[src/rtl/fetch_pkg.sv]
// Shared types and helpers for the 3BC fetch sequencer.
package fetch_pkg;

  localparam int unsigned PC_W  = 10;
  localparam int unsigned OFF_W = 6;
  localparam int unsigned CNT_W = 16;

  typedef logic [PC_W-1:0]  pc_t;
  typedef logic [OFF_W-1:0] off_t;
  typedef logic [CNT_W-1:0] cnt_t;

  typedef enum logic [1:0] {
    IDLE,
    RUN,
    HALT
  } state_t;

  // Relative branch: sign-extend the offset; the sum wraps modulo 2**PC_W.
  function automatic pc_t branch_target(input pc_t pc, input off_t off);
    pc_t ext;
    ext = {{(PC_W-OFF_W){off[OFF_W-1]}}, off};
    return pc + ext;
  endfunction

endpackage

[src/rtl/fetch_sequencer_sat_counter.sv]
// Saturating event counter with synchronous reset/clear and count enable.
module sat_counter
  import fetch_pkg::*;
(
  input  logic clk,
  input  logic reset,
  input  logic clear,
  input  logic enable,
  output cnt_t count
);

  always_ff @(posedge clk) begin
    if (reset || clear) begin
      count <= '0;
    end else if (enable && (count != '1)) begin
      count <= count + cnt_t'(1);
    end
  end

endmodule

[src/rtl/fetch_sequencer.sv]
// Program counter and fetch sequencing for the 3BC core: Start/Done handshake,
// halt/jump/branch/stall handling, retire/cycle counters and runaway timeout.
module fetch_sequencer
  import fetch_pkg::*;
#(
  parameter pc_t  PROG0_BASE = 10'd0,
  parameter pc_t  PROG1_BASE = 10'd256,
  parameter pc_t  PROG2_BASE = 10'd512,
  parameter pc_t  PROG3_BASE = 10'd768,
  parameter cnt_t MAX_CYCLES = 16'd50000
) (
  input  logic        Clk,
  input  logic        Reset,
  input  logic        Start,
  input  logic [1:0]  ProgSel,
  input  logic        Stall,
  input  logic        Halt,
  input  logic        Jump,
  input  logic [9:0]  JumpTarget,
  input  logic        Branch,
  input  logic [5:0]  BranchOffset,
  output logic [9:0]  InstAddress,
  output logic        InstValid,
  output logic        Busy,
  output logic        Done,
  output logic        Timeout,
  output logic [15:0] InstCount,
  output logic [15:0] CycleCount
);

  state_t state, state_nx;
  pc_t    pc, pc_nx;
  pc_t    base;
  logic   timeout_q, timeout_nx;
  logic   inst_en, cyc_en, cnt_clr;
  logic   limit_hit;

  always_comb begin
    case (ProgSel)
      2'd0:    base = PROG0_BASE;
      2'd1:    base = PROG1_BASE;
      2'd2:    base = PROG2_BASE;
      default: base = PROG3_BASE;
    endcase
  end

  assign limit_hit = (CycleCount == (MAX_CYCLES - cnt_t'(1)));

  always_ff @(posedge Clk) begin
    if (Reset) begin
      state     <= IDLE;
      pc        <= '0;
      timeout_q <= 1'b0;
    end else begin
      state     <= state_nx;
      pc        <= pc_nx;
      timeout_q <= timeout_nx;
    end
  end

  always_comb begin
    state_nx   = state;
    pc_nx      = pc;
    timeout_nx = timeout_q;
    inst_en    = 1'b0;
    cyc_en     = 1'b0;
    cnt_clr    = 1'b0;
    case (state)
      IDLE, HALT: begin
        if (Start) begin
          state_nx   = RUN;
          pc_nx      = base;
          timeout_nx = 1'b0;
          cnt_clr    = 1'b1;
        end
      end
      RUN: begin
        cyc_en = 1'b1;
        // The cycle limit pre-empts retirement and every redirect request.
        if (limit_hit) begin
          state_nx   = HALT;
          timeout_nx = 1'b1;
        end else if (!Stall) begin
          inst_en = 1'b1;
          if (Halt) begin
            state_nx = HALT;
          end else if (Jump) begin
            pc_nx = JumpTarget;
          end else if (Branch) begin
            pc_nx = branch_target(pc, BranchOffset);
          end else begin
            pc_nx = pc + pc_t'(1);
          end
        end
      end
      default: state_nx = IDLE;
    endcase
  end

  sat_counter u_inst_count (
    .clk    (Clk),
    .reset  (Reset),
    .clear  (cnt_clr),
    .enable (inst_en),
    .count  (InstCount)
  );

  sat_counter u_cycle_count (
    .clk    (Clk),
    .reset  (Reset),
    .clear  (cnt_clr),
    .enable (cyc_en),
    .count  (CycleCount)
  );

  assign InstAddress = pc;
  assign InstValid   = (state == RUN) && !Stall;
  assign Busy        = (state == RUN);
  assign Done        = (state == HALT);
  assign Timeout     = timeout_q;

endmodule

[config.mk]
export PLATFORM = sky130hd
export DESIGN_NAME = fetch_sequencer
export DESIGN_NICKNAME = d
export VERILOG_FILES = /design/src/rtl/fetch_pkg.sv /design/src/rtl/fetch_sequencer_sat_counter.sv /design/src/rtl/fetch_sequencer.sv
export SDC_FILE = /design/constraint.sdc
export NUM_CORES = 1
export LEC_CHECK = 0
export CAP_MARGIN = 30
export CELL_PAD_IN_SITES_DETAIL_PLACEMENT = 1
export CELL_PAD_IN_SITES_GLOBAL_PLACEMENT = 2
export CORE_UTILIZATION = 25
export CTS_CLUSTER_DIAMETER = 200
export DETAILED_ROUTE_END_ITERATION = 12
export GPL_TIMING_DRIVEN = 0
export HOLD_SLACK_MARGIN = 0.08
export PLACE_DENSITY = 0.82
export SLEW_MARGIN = 20
export SYNTH_ARGS = -nofsm -noshare
export SYNTH_HDL_FRONTEND = slang
export SYNTH_SLANG_ARGS = --single-unit
[constraint.sdc]
create_clock -name Clk -period 2.6 [get_ports Clk]
set_input_delay 0.26 -clock Clk [delete_from_list [all_inputs] [get_ports Clk]]
set_output_delay 0.26 -clock Clk [all_outputs]
set_load 0.1 [all_outputs]
==> results of run 1 <==
-- worst min-delay path by stage --
stage                                startpoint                          end  slack [ns]  cells after the start
finish              InstAddress[0]$_SDFFE_PP0P_  InstAddress[0]$_SDFFE_PP0P_        0.48                      2
floorplan                                 Reset        state[0]$_SDFFE_PP0P_        0.33                      1
global placement    InstAddress[0]$_SDFFE_PP0P_  InstAddress[0]$_SDFFE_PP0P_        0.45                      2
detailed placement  InstAddress[0]$_SDFFE_PP0P_  InstAddress[0]$_SDFFE_PP0P_        0.46                      2
CTS                 InstAddress[0]$_SDFFE_PP0P_  InstAddress[0]$_SDFFE_PP0P_        0.48                      2
global route        InstAddress[0]$_SDFFE_PP0P_  InstAddress[0]$_SDFFE_PP0P_        0.50                      2
-- logic make-up (layout without fill, tap and decap cells) --
group | Yosys count | count (layout) | share of synthesized area [%]
buf+inv | 27 | 105 | 3.97
compound gates | 97 | 97 | 24.6
simple gates | 137 | 137 | 27.6
xor+xnor | 13 | 13 | 4.21
flops | 45 | 45 | 33.3
mux | 6 | 6 | 2.31
fa+ha+maj | 8 | 8 | 3.97
-- where the power goes --
group / internal [mW] / switching (mW) / leakage [nW]
sequential: 0.698 / 0.0115 / 0.369
combinational: 0.0923 / 0.181 / 0.829
clock: 0.187 / 0.251 / 0.0450
total: 0.978 / 0.443 / 1.24
-- routing by layer --
metal / global-route usage (%) / up-vias / wire, um
met5: 0 / - / 0
met4: 2.98 / 0 / 52
met3: 2.51 / 7 / 260
met2: 27.4 / 49 / 4220
met1: 21.8 / 1400 / 4220
li1: - / 1397 / -
-- worst max-delay path: cells and delay by family --
family	cells	cell delay (ns)
adder cells (fa/ha/maj)	2	0.68
buffers and inverters	1	0.40
AO/OA/AOI/OAI	4	0.88
AND/OR/NAND/NOR	2	0.39
-- layout by cell type (no fill, tap or decap), types with 10 or more instances in the layout --
master | netlist | final
a21oi_1 | 23 | 23
clkbuf_1 | 10 | 10
clkdlybuf4s50_1 | 0 | 66
dfxtp_1 | 45 | 33
dfxtp_2 | 0 | 12
inv_1 | 14 | 14
nand2_1 | 20 | 20
nand3_1 | 14 | 14
nor2_1 | 31 | 31
o21ai_0 | 17 | 16
or3_1 | 13 | 13
-- flip-flops by register name, summed over array words and instances, names as in the netlist --
name and flops:
state 2, Timeout 1, InstAddress 10, u_inst_count.count 16, u_cycle_count.count 16
-- area by class of cell --
type / count / area [um2]
inverters: 14 / 52.6
multi-input cells: 261 / 1730
plain buffers: 13 / 56.3
flip-flops and latches: 45 / 916
well taps: 136 / 170
fillers: 1290 / 6720
clock inverters: 2 / 10.0
repair buffers: 70 / 691
clock buffers: 6 / 72.6
-- what timing repair did --
| item | in CTS | in global routing |
|---|---|---|
| hold endpoints to repair | 0 | 0 |
| pin swaps | 0 | 1 |
| endpoints found under the setup margin | 3 | 7 |
| buffers inserted | 0 | 2 |
| resized for setup | 5 | 11 |
-- per-stage QoR --
stage / setup TNS, ns / power (mW) / cells / hold WS (ns) / instance area (um2)
global route: 0 / 1.50 / 547 / 0.499 / 3700
finish: 0 / 1.42 / 547 / 0.477 / 3700
CTS: 0 / 1.44 / 545 / 0.478 / 3660
detailed placement: -0.897 / 0.997 / 537 / 0.465 / 3570
global placement: -0.810 / 0.993 / 537 / 0.450 / 3570
floorplan: 0 / 0.899 / 333 / 0.332 / 2720
==> impl_metrics.env, run 1 <==
export IMPL_routedWlPerCell_um=16.0
export IMPL_synth_seq_area_share_pct=33.3
export IMPL_synth_area_um2=2710
export IMPL_clockBufferDepth=2
export IMPL_pin_count=71
export IMPL_power_density_nw_per_um2=384
export IMPL_relSlewSlack_pct=34.0
export IMPL_syn_inst=333
export IMPL_ys_flop_type="dfxtp_1"
export IMPL_drtPass1Iterations=4
export IMPL_rr_startpoint="u_cycle_count.count[10]$_SDFFE_PP0P_"
export IMPL_synth_async_reset_ratio_pct=0
export IMPL_grt_antenna_before_repair=0
export IMPL_clk_insertion_delay_late_ns=0.30
export IMPL_fin_ws_ns=0.168
export IMPL_grt_pass1_wl_um=14700
export IMPL_maxCapViolCount=0
export IMPL_gp_congestion=0.814
export IMPL_yosys_area_top_type="dfxtp_1"
export IMPL_slowest_stage="fa_1"
export IMPL_synth_most_common_cell="dfxtp_1"
export IMPL_syn_num_nets=366
export IMPL_skew_ns=0.0124
export IMPL_cts_root_buf="clkbuf_8"
export IMPL_hold_viol=0
export IMPL_path_cells="clkdlybuf4s50_1, nand2b_1, ha_1, fa_1, a211oi_2, o21ai_2, and4_1, o41ai_2, a221oi_2"
export IMPL_hold_path_class="register to register"
export IMPL_finalWirelength_um=8760
export IMPL_antenna_cells=0
export IMPL_dp_hpwl_um=6710
export IMPL_worstReg2RegEnd="InstAddress[8]$_SDFFE_PP0P_"
export IMPL_core_um2=10400
export IMPL_area_growth_syn_to_layout_pct=36.7
export IMPL_crit_type="primary input to register"
export IMPL_drt_initial_drc_count=59
export IMPL_yosysTopAreaCellShare_pct=33.3
export IMPL_cp_data_arrival_time_ns=2.60
export IMPL_finalCritPeriodShare_pct=93.5
export IMPL_ys_types=59
export IMPL_synth_area_top_cells="dfxtp_1 33%, nor2_1 4.3%, a21oi_1 4.3%"
export IMPL_setup_violations=0
export IMPL_yosysWarnings=0
export IMPL_ir_worst_vdd_mv=0.204
export IMPL_track_usage_pct=16.2
export IMPL_die_area_um2=11300
export IMPL_die_x_um=106
export IMPL_final_util_pct=35.5
export IMPL_r2r_cells=6
export IMPL_crit_path_end="InstAddress[8]$_SDFFE_PP0P_"
export IMPL_nets=443
export IMPL_vias_per_cell=5.22
export IMPL_crit_path_end_kind="register"
export IMPL_std_cell_rows=37
export IMPL_reg2reg_slack_ns=0.28
export IMPL_grt_pass1_vias=2927
export IMPL_cts_htree_levels=2
export IMPL_slowest_delay_ns=0.45
export IMPL_clk_pin_slew_ns=0.09
export IMPL_slew_violations=0
export IMPL_p_leak_nw=1.24
export IMPL_antenna_left=0
export IMPL_drc=0
export IMPL_status="complete, no violations"
export IMPL_worst_pin_slew_ns=0.987
export IMPL_synth_edff_count=0
export IMPL_cts_buffers_inserted=5
export IMPL_synth_seq_cells=45
export IMPL_grt_max_degree=14
export IMPL_grt_setup_unrepaired="no"
export IMPL_initial_utilization_pct=26.0
export IMPL_overflow=0
export IMPL_cp_max_fo=6
export IMPL_cp_start_kind="primary input"
export IMPL_die_y_um=106
export IMPL_postCtsHoldBufs=0
export IMPL_cts_num_sinks=45
export IMPL_period_minus_slack_ns=2.43
export IMPL_drive_above_1_share_pct=10.5
export IMPL_synth_commonest_cells="45 x dfxtp_1, 31 x nor2_1, 23 x a21oi_1"
export IMPL_vias=2853
export IMPL_fmax_mhz=411
export IMPL_critical_path_startpoint="BranchOffset[0]"
export IMPL_synth_avg_cell_area_um2=8.13
export IMPL_crit_required_ns=2.77
export IMPL_port_buffer_count=68
export IMPL_cts_tree="built"
export IMPL_pre_cts_ws_ns=-0.392
Power figures use the tool's default switching activity.
==> run 2: changes to the inputs <==
--- a/config.mk
+++ b/config.mk
@@ -8,12 +8,15 @@
 export CAP_MARGIN = 30
 export CELL_PAD_IN_SITES_DETAIL_PLACEMENT = 1
 export CELL_PAD_IN_SITES_GLOBAL_PLACEMENT = 2
+export CORE_ASPECT_RATIO = 0.75
+export CORE_MARGIN = 2
 export CORE_UTILIZATION = 25
 export CTS_CLUSTER_DIAMETER = 200
 export DETAILED_ROUTE_END_ITERATION = 12
 export GPL_TIMING_DRIVEN = 0
 export HOLD_SLACK_MARGIN = 0.08
 export PLACE_DENSITY = 0.82
+export SETUP_SLACK_MARGIN = 0.4
 export SLEW_MARGIN = 20
 export SYNTH_ARGS = -nofsm -noshare
 export SYNTH_HDL_FRONTEND = slang
==> run 2 against run 1 <==
Worst setup slack improved by 0.25 ns. Die area increased by 3.9%. Core utilization increased by 3.1 points. Critical endpoint is now InstAddress[7]$_SDFFE_PP0P_. Critical path type unchanged.
==> impl_metrics.env, run 2 (same netlist as run 1, synthesis figures left out) <==
export IMPL_status="complete, no violations"
export IMPL_slowest_delay_ns=0.48
export IMPL_nFillCells=1243
export IMPL_fmax_mhz=458
export IMPL_ir_worst_vdd_mv=0.241
export IMPL_cts_htree_levels=2
export IMPL_die_area_um2=11700
export IMPL_die_y_um=94.1
export IMPL_clockBufferDepth=2
export IMPL_drt_initial_drc_count=152
export IMPL_cts_num_sinks=45
export IMPL_clk_pin_slew_ns=0.06
export IMPL_slew_violations=0
export IMPL_cp_data_arrival_time_ns=2.40
export IMPL_worst_pin_slew_ns=0.987
export IMPL_nets=453
export IMPL_gp_congestion=0.857
export IMPL_cts_tree="built"
export IMPL_cp_start_kind="primary input"
export IMPL_grt_antenna_before_repair=0
export IMPL_setup_violations=0
export IMPL_layout_commonest_cell="clkdlybuf4s50_1"
export IMPL_final_cell_mix="62 x clkdlybuf4s50_1, 30 x nor2_1, 23 x a21oi_1, 20 x nand2_1, 18 x dfxtp_4"
export IMPL_vias_per_cell=5.24
export IMPL_postCtsHoldBufs=0
export IMPL_cts_root_buf="clkbuf_16"
export IMPL_path_cells="clkdlybuf4s50_1, and2_1, ha_1, a211oi_2, buf_4, o21ai_4, a2111oi_2, or4_1, a31oi_1"
export IMPL_drtPass1Iterations=4
export IMPL_vias=2916
export IMPL_std_cell_rows=32
export IMPL_drive_above_1_share_pct=21.9
export IMPL_grt_max_degree=14
export IMPL_finalWirelength_um=9510
export IMPL_crit_type="primary input to register"
export IMPL_area_growth_syn_to_layout_pct=48.7
export IMPL_drc=0
export IMPL_slowest_stage="or4_1"
export IMPL_power_density_nw_per_um2=401
export IMPL_pin_count=71
export IMPL_hold_path_class="register to register"
export IMPL_skew_ns=0.00505
export IMPL_overflow=0
export IMPL_clk_insertion_delay_late_ns=0.29
export IMPL_crit_path_end_kind="register"
export IMPL_cts_buffers_inserted=5
export IMPL_routedWlPerCell_um=17.1
export IMPL_crit_required_ns=2.82
export IMPL_grt_pass1_wl_um=15200
export IMPL_port_buffer_count=68
export IMPL_period_minus_slack_ns=2.18
export IMPL_antenna_left=0
export IMPL_cp_max_fo=4
export IMPL_fin_ws_ns=0.416
export IMPL_finalCritPeriodShare_pct=84.0
export IMPL_pre_cts_ws_ns=-0.367
export IMPL_die_x_um=124
export IMPL_maxCapViolCount=0
export IMPL_p_leak_nw=1.37
export IMPL_initial_utilization_pct=26.0
export IMPL_relSlewSlack_pct=34.0
export IMPL_core_um2=10400
export IMPL_grt_setup_unrepaired="yes"
export IMPL_grt_pass1_vias=2813
export IMPL_antenna_cells=0
export IMPL_hold_viol=0
export IMPL_dp_hpwl_um=7110
export IMPL_track_usage_pct=16.7
export IMPL_whs_ns=0.483
## run 2: worst max-delay path: cells and delay by family
kind                     cells  cell delay (ns)
adder cells (fa/ha/maj)      1             0.32
AO/OA/AOI/OAI                4             0.60
AND/OR/NAND/NOR              2             0.67
buffers and inverters        2             0.55
## run 2: power breakdown
group | internal (mW) | total, mW | switching [mW] | leakage (nW)
Clock | 0.354 | 0.623 | 0.269 | 0.0655
Combinational | 0.105 | 0.297 | 0.193 | 0.923
Sequential | 0.682 | 0.695 | 0.0131 | 0.386
## run 2: final timing paths
path                                              from                          end  slack, ns  cells after the start
hold / removal                    Timeout$_SDFFE_PP0P_         Timeout$_SDFFE_PP0P_       0.48                      2
setup reg to reg  u_cycle_count.count[11]$_SDFFE_PP0P_  InstAddress[0]$_SDFFE_PP0P_       0.46                      7
setup / recovery                       BranchOffset[1]  InstAddress[7]$_SDFFE_PP0P_       0.42                      9
hold reg to reg                   Timeout$_SDFFE_PP0P_         Timeout$_SDFFE_PP0P_       0.48                      2
## run 2: routing by layer
layer	part of all wire (%)	global-route usage (%)	vias up
li1	-	-	1422
met1	52	25.1	1434
met2	43	24.7	54
met3	4.4	3.46	6
met4	0.56	2.81	0
met5	0	0	-
## run 2: per-stage QoR
step           instances  util, %  TNS (ns)  cell area, um2  power, mW
3_3_place_gp         537     35.4    -0.593            3690      0.984
6_report             557     38.7         0            4030       1.62
4_1_cts              552     38.0         0            3960       1.63
2_1_floorplan        333        -         0            2840      0.886
3_5_place_dp         537     35.4    -0.575            3690      0.987
5_1_grt              557     38.7         0            4030       1.70
## run 2: cell type report
type / instances / area [um2] / area share [%]
Multi-Input combinational cell: 261 / 1830 / 45.5
Inverter: 14 / 56.3 / 1.40
Buffer: 13 / 63.8 / 1.58
Clock buffer: 7 / 133 / 3.29
Sequential cell: 45 / 988 / 24.5
Clock inverter: 1 / 3.75 / 0.0932
Timing Repair Buffer: 80 / 778 / 19.3
Tap cell: 136 / 170 / 4.23
## run 2: what timing repair did
action / 4_1_cts / 5_1_grt
gates cloned: 0 / 0
pin swaps: 16 / 6
gates resized for setup: 28 / 14
setup endpoints to repair: 30 / 21
buffers inserted: 7 / 5
==> RTL edit 1, RTL diff (settings of run 2) <==
Register the output `CycleCount`; this adds one clock of latency there. The other outputs are not delayed to match.
--- a/src/rtl/fetch_sequencer.sv
+++ b/src/rtl/fetch_sequencer.sv
@@ -28,6 +28,8 @@
   output logic [15:0] CycleCount
 );
 
+  logic [15:0] CycleCount_d;
+
   state_t state, state_nx;
   pc_t    pc, pc_nx;
   pc_t    base;
@@ -44,7 +46,7 @@
     endcase
   end
 
-  assign limit_hit = (CycleCount == (MAX_CYCLES - cnt_t'(1)));
+  assign limit_hit = (CycleCount_d == (MAX_CYCLES - cnt_t'(1)));
 
   always_ff @(posedge Clk) begin
     if (Reset) begin
@@ -110,7 +112,7 @@
     .reset  (Reset),
     .clear  (cnt_clr),
     .enable (cyc_en),
-    .count  (CycleCount)
+    .count  (CycleCount_d)
   );
 
   assign InstAddress = pc;
@@ -119,5 +121,9 @@
   assign Done        = (state == HALT);
   assign Timeout     = timeout_q;
 
+  always_ff @(posedge Clk) begin
+    CycleCount <= CycleCount_d;
+  end
+
 endmodule
 
Behaviour: not the same (a bounded check fails within 4 cycles, from zero or initial values and one cycle with Reset high).
==> RTL edit 1 against run 2 <==
- wire length decreased by 2.5%
- worst setup slack improved by 17 ps
- clock power up 67%
- critical path depth down 8
- register-to-register slack improved by 50 ps
- sequential cell count grew 16
- total power increased by 41%
- synthesized area is 13% higher
- cell area increased by 8.5%
==> RTL edit 1: results (changes against run 2) <==
final net count=464 (+2.4%); top post-synthesis cells by count=61 x dfxtp_1, 33 x nor2_1, 20 x nand2_1; Mapped Nets=377 (+3.0%); filler-free cell count of the finished design=597 (+7.2%); Clock transition at path regs=~50 ps; vias in the first global route=2905 (+3.3%); maximum VDD drop=0.330 mV (+37%); worst-case clock buffer depth=2 (unchanged); yosys synthesis warning count=0 (unchanged); WL met1=4.58 mm (-6.6%); crit-path leading delay family=buffers and inverters; top flop regs=CycleCount x16, u_cycle_count.count x16, u_inst_count.count x16; final hold vios=0 (unchanged); crit-path max FO=6 (+2); area post-placement=0.00398 sq mm (+7.8%); global-route wire length before repair=15.1 mm (-0.28%); DR vias/cell=4.87 (-7.0%); gp weighted congestion=0.835 (-2.6%); syn avg cell area=8.91 sq um (+9.6%); dpl hpwl=6.99 mm (-1.6%); WL met2=4.15 mm (+0.44%); Clock Skew=6.13 ps (+1.09 ps); Final setup viols=0 (unchanged); met3 wire len=399 um (-3.9%); crit-path max cell delay=1170 ps (+690 ps); ys flop type=dfxtp_1; layout cells sized above 1=15.9% (-6.0 points); count of unique library cells instantiated by Yosys=62 (+5.1%); Crit-path slowest cell=clkdlybuf4s50_1; gr usage total=14.6% (-2.1 points); Worst EP arrival=1910 ps (-490 ps); initial antenna violation count=0 (unchanged); Post-Route WL=9.27 mm (-2.5%); Static Leak=1.58 nW (+15%); port buffer count=68 (unchanged); TritonCTS Buffers=9 (+4); insertion delay of the later-clocked pin in the worst-skew pair=330 ps (+40 ps); HP Class=reg -> reg; register area share after synthesis=39.8% (+6.6 points); Slew @ Worst Pin=995 ps (+8.44 ps); diodes inserted=0 (unchanged); worst slack at placement=-355 ps (+12.1 ps); pin count of the biggest net entering global routing=11 (-3); 1st-iter DRT viols=79 (-48%); async set-reset flop share out of synthesis=0% (unchanged); H-tree depth=3 (+1); ranking of synthesized cells by area=dfxtp_1 40%, xnor2_1 4.6%, nor2_1 4.0%; Root Buffer Master=clkbuf_16; Highest Signal Layer=met4; status=completed; Post-Place Cells=574 (+6.9%); drt pass-1 iters=6 (+2)
RTL edit 1: kinds of logic (layout without fill, tap and decap cells):
group,Yosys count,in the layout,synth area share [%]
multiplexers,8,8,2.65
AO/OA/AOI/OAI,72,72,17.6
adder cells (fa/ha/maj),8,8,3.51
AND/OR/NAND/NOR,143,143,25.8
flip-flops,61,61,39.8
XOR/XNOR,25,25,7.14
buffers and inverters,27,118,3.47
RTL edit 1: repair_timing:
action	CTS	global route
resized for setup	18	19
buffers inserted	2	6
endpoints found under the setup margin	14	29
gates cloned	0	0
pin swaps	2	5
RTL edit 1: path summary, 6_finish.rpt:
check / cells after the start / startpoint / endpoint / slack [ps]
max: 1 / InstAddress[6] / InstAddress[6] / 430
min: 0 / u_cycle_count.count[3] / CycleCount[3] / 350
max reg2reg: 8 / u_cycle_count.count[7] / InstAddress[9] / 510
min reg2reg: 0 / u_cycle_count.count[3] / CycleCount[3] / 350
RTL edit 1: routing by layer:
metal / GRT usage (%) / up-vias
met5: 0 / -
li1: - / 1439
met1: 19.4 / 1404
met3: 5.35 / 12
met4: 4.60 / 0
met2: 22.2 / 51
RTL edit 1: power by group:
group	switching (W)	internal [W]	leakage (nW)
Sequential	0.0000132	0.000947	0.502
Clock	0.000384	0.000660	0.129
Combinational	0.000176	0.0000966	0.951
RTL edit 1: layout make-up:
class	count	area, sq um
buffer	16	75.1
clock buffer	13	250
clock inverter	2	10.0
fill	1375	7410
inverter	11	41.3
multi-input combinational	256	1810
sequential	61	1250
tap	162	203
timing repair buffer	76	729
RTL edit 1: stage by stage:
stage               util (%)  total power [W]  TNS [ps]
floorplan                  -          0.00115         0
global placement        33.7          0.00124      -932
detailed placement      33.7          0.00125     -1210
CTS                     36.2          0.00231         0
global route            37.1          0.00238         0
finish                  37.1          0.00228         0
RTL edit 1: worst register-to-register path, delay by kind of cell, from the launching register on:
kind,cells,cell delay (ps)
compound gates,3,720
simple gates,2,510
buf+inv,3,470
flops,1,300
==> RTL edit 2, RTL diff (settings of run 2) <==
Without the edit above. The parameter `MAX_CYCLES` goes from 16'd50000 to 16'd37500.
--- a/src/rtl/fetch_sequencer.sv
+++ b/src/rtl/fetch_sequencer.sv
@@ -7,7 +7,7 @@
   parameter pc_t  PROG1_BASE = 10'd256,
   parameter pc_t  PROG2_BASE = 10'd512,
   parameter pc_t  PROG3_BASE = 10'd768,
-  parameter cnt_t MAX_CYCLES = 16'd50000
+  parameter cnt_t MAX_CYCLES = 16'd37500
 ) (
   input  logic        Clk,
   input  logic        Reset,
Formal check against the unedited RTL: same outputs for any inputs over 10 cycles, from zero or initial values and one cycle with Reset high; that may be too few to reach the edited logic, so the function may still have changed.
==> RTL edit 2 against run 2 <==
- sequential share of layout area rose by 0.37 points
- largest cell class unchanged
- worst setup slack got worse by 52 ps
- total power rose by 4.8%
- non-clock buffer count fell by 1
- synthesized area fell by 6.1%
- wire length fell by 13%
- highest routed layer unchanged
- cell area fell by 3.9%
- synthesized cell count fell by 6.6%
- sequential cell count did not move
==> RTL edit 2: results (changes against run 2) <==
FF-to-FF End=u_inst_count.count[8]; Clock Skew=5.53 ps (+0.482 ps); Buffers, non-clock=92 (-1.1%); die width=120 um (-3.0%); hold path start=u_cycle_count.count[4]; Hold WS=477 ps (-5.64 ps); vias in the first global route=2705 (-3.8%); Reg power frac=41.8% (-1.2 points); Slew @ Worst Pin=999 ps (+12.3 ps); gr usage total=15.2% (-1.5 points); number of multi-input logic gates=245 (-6.1%); GR Util met1=20.5% (-4.5 points); GRT met2 Usage=24.5% (-0.15 points); Non-clock buffering overhead=21.8% (+0.87 points); worst hold endpoint=u_cycle_count.count[4]; ranking of synthesized cells by area=dfxtp_1 35%, nor2_1 5.9%, xnor2_1 4.5%; port buffer count=70 (+2.9%); status=completed; gp weighted congestion=0.784 (-8.5%); worst slack at placement=-334 ps (+33.9 ps); switching pwr=0.000456 W (-4.0%); Clk pwr share=41.8% (+3.2 points); mux cell area share after synthesis=2.46% (+0.15 points); Multi-input gate area=0.00170 sq mm (-7.3%); final instance area=0.00387 sq mm (-3.9%); count of flip-flops and latches=45 (unchanged); Layout clock area frac=4.33% (+0.94 points); area post-placement=0.00348 sq mm (-5.7%); register area share after synthesis=35.4% (+2.1 points); maximum VDD drop=0.215 mV (-11%); r2r startpoint=u_cycle_count.count[0]; inverters=8 (-6); grt met3 use=4.46% (+1.0 points); layout cells sized above 1=23.9% (+2.0 points); adder-cell share of the synthesized area=4.23% (+0.26 points)
RTL edit 2: how the worst max path moves through the flow:
stage	startpoint	to	slack, ps	cells past startpoint
3_5_place_dp	Branch	InstAddress[9]	-330	9
3_3_place_gp	Branch	InstAddress[8]	-300	10
2_1_floorplan	InstAddress[0]	InstAddress[8]	330	8
5_1_grt	BranchOffset[4]	InstAddress[8]	260	9
6_report	BranchOffset[4]	InstAddress[8]	360	9
4_1_cts	BranchOffset[0]	InstAddress[8]	220	10
RTL edit 2: repair_timing:
| item | in CTS | in global routing |
|---|---|---|
| hold buffers | 0 | 0 |
| setup buffers | 2 | 7 |
| setup endpoints to repair | 10 | 26 |
| hold endpoints to repair | 0 | 0 |
| pin swaps | 2 | 12 |
| gates resized for setup | 14 | 37 |
RTL edit 2: worst max-delay path, cell delays in order:
cell	delay [ps]
clkdlybuf4s50_1	390
and2_1	150
ha_1	330
o21ai_0	130
o21bai_2	210
nand4_1	150
or2_2	320
a31o_1	240
a311oi_2	240
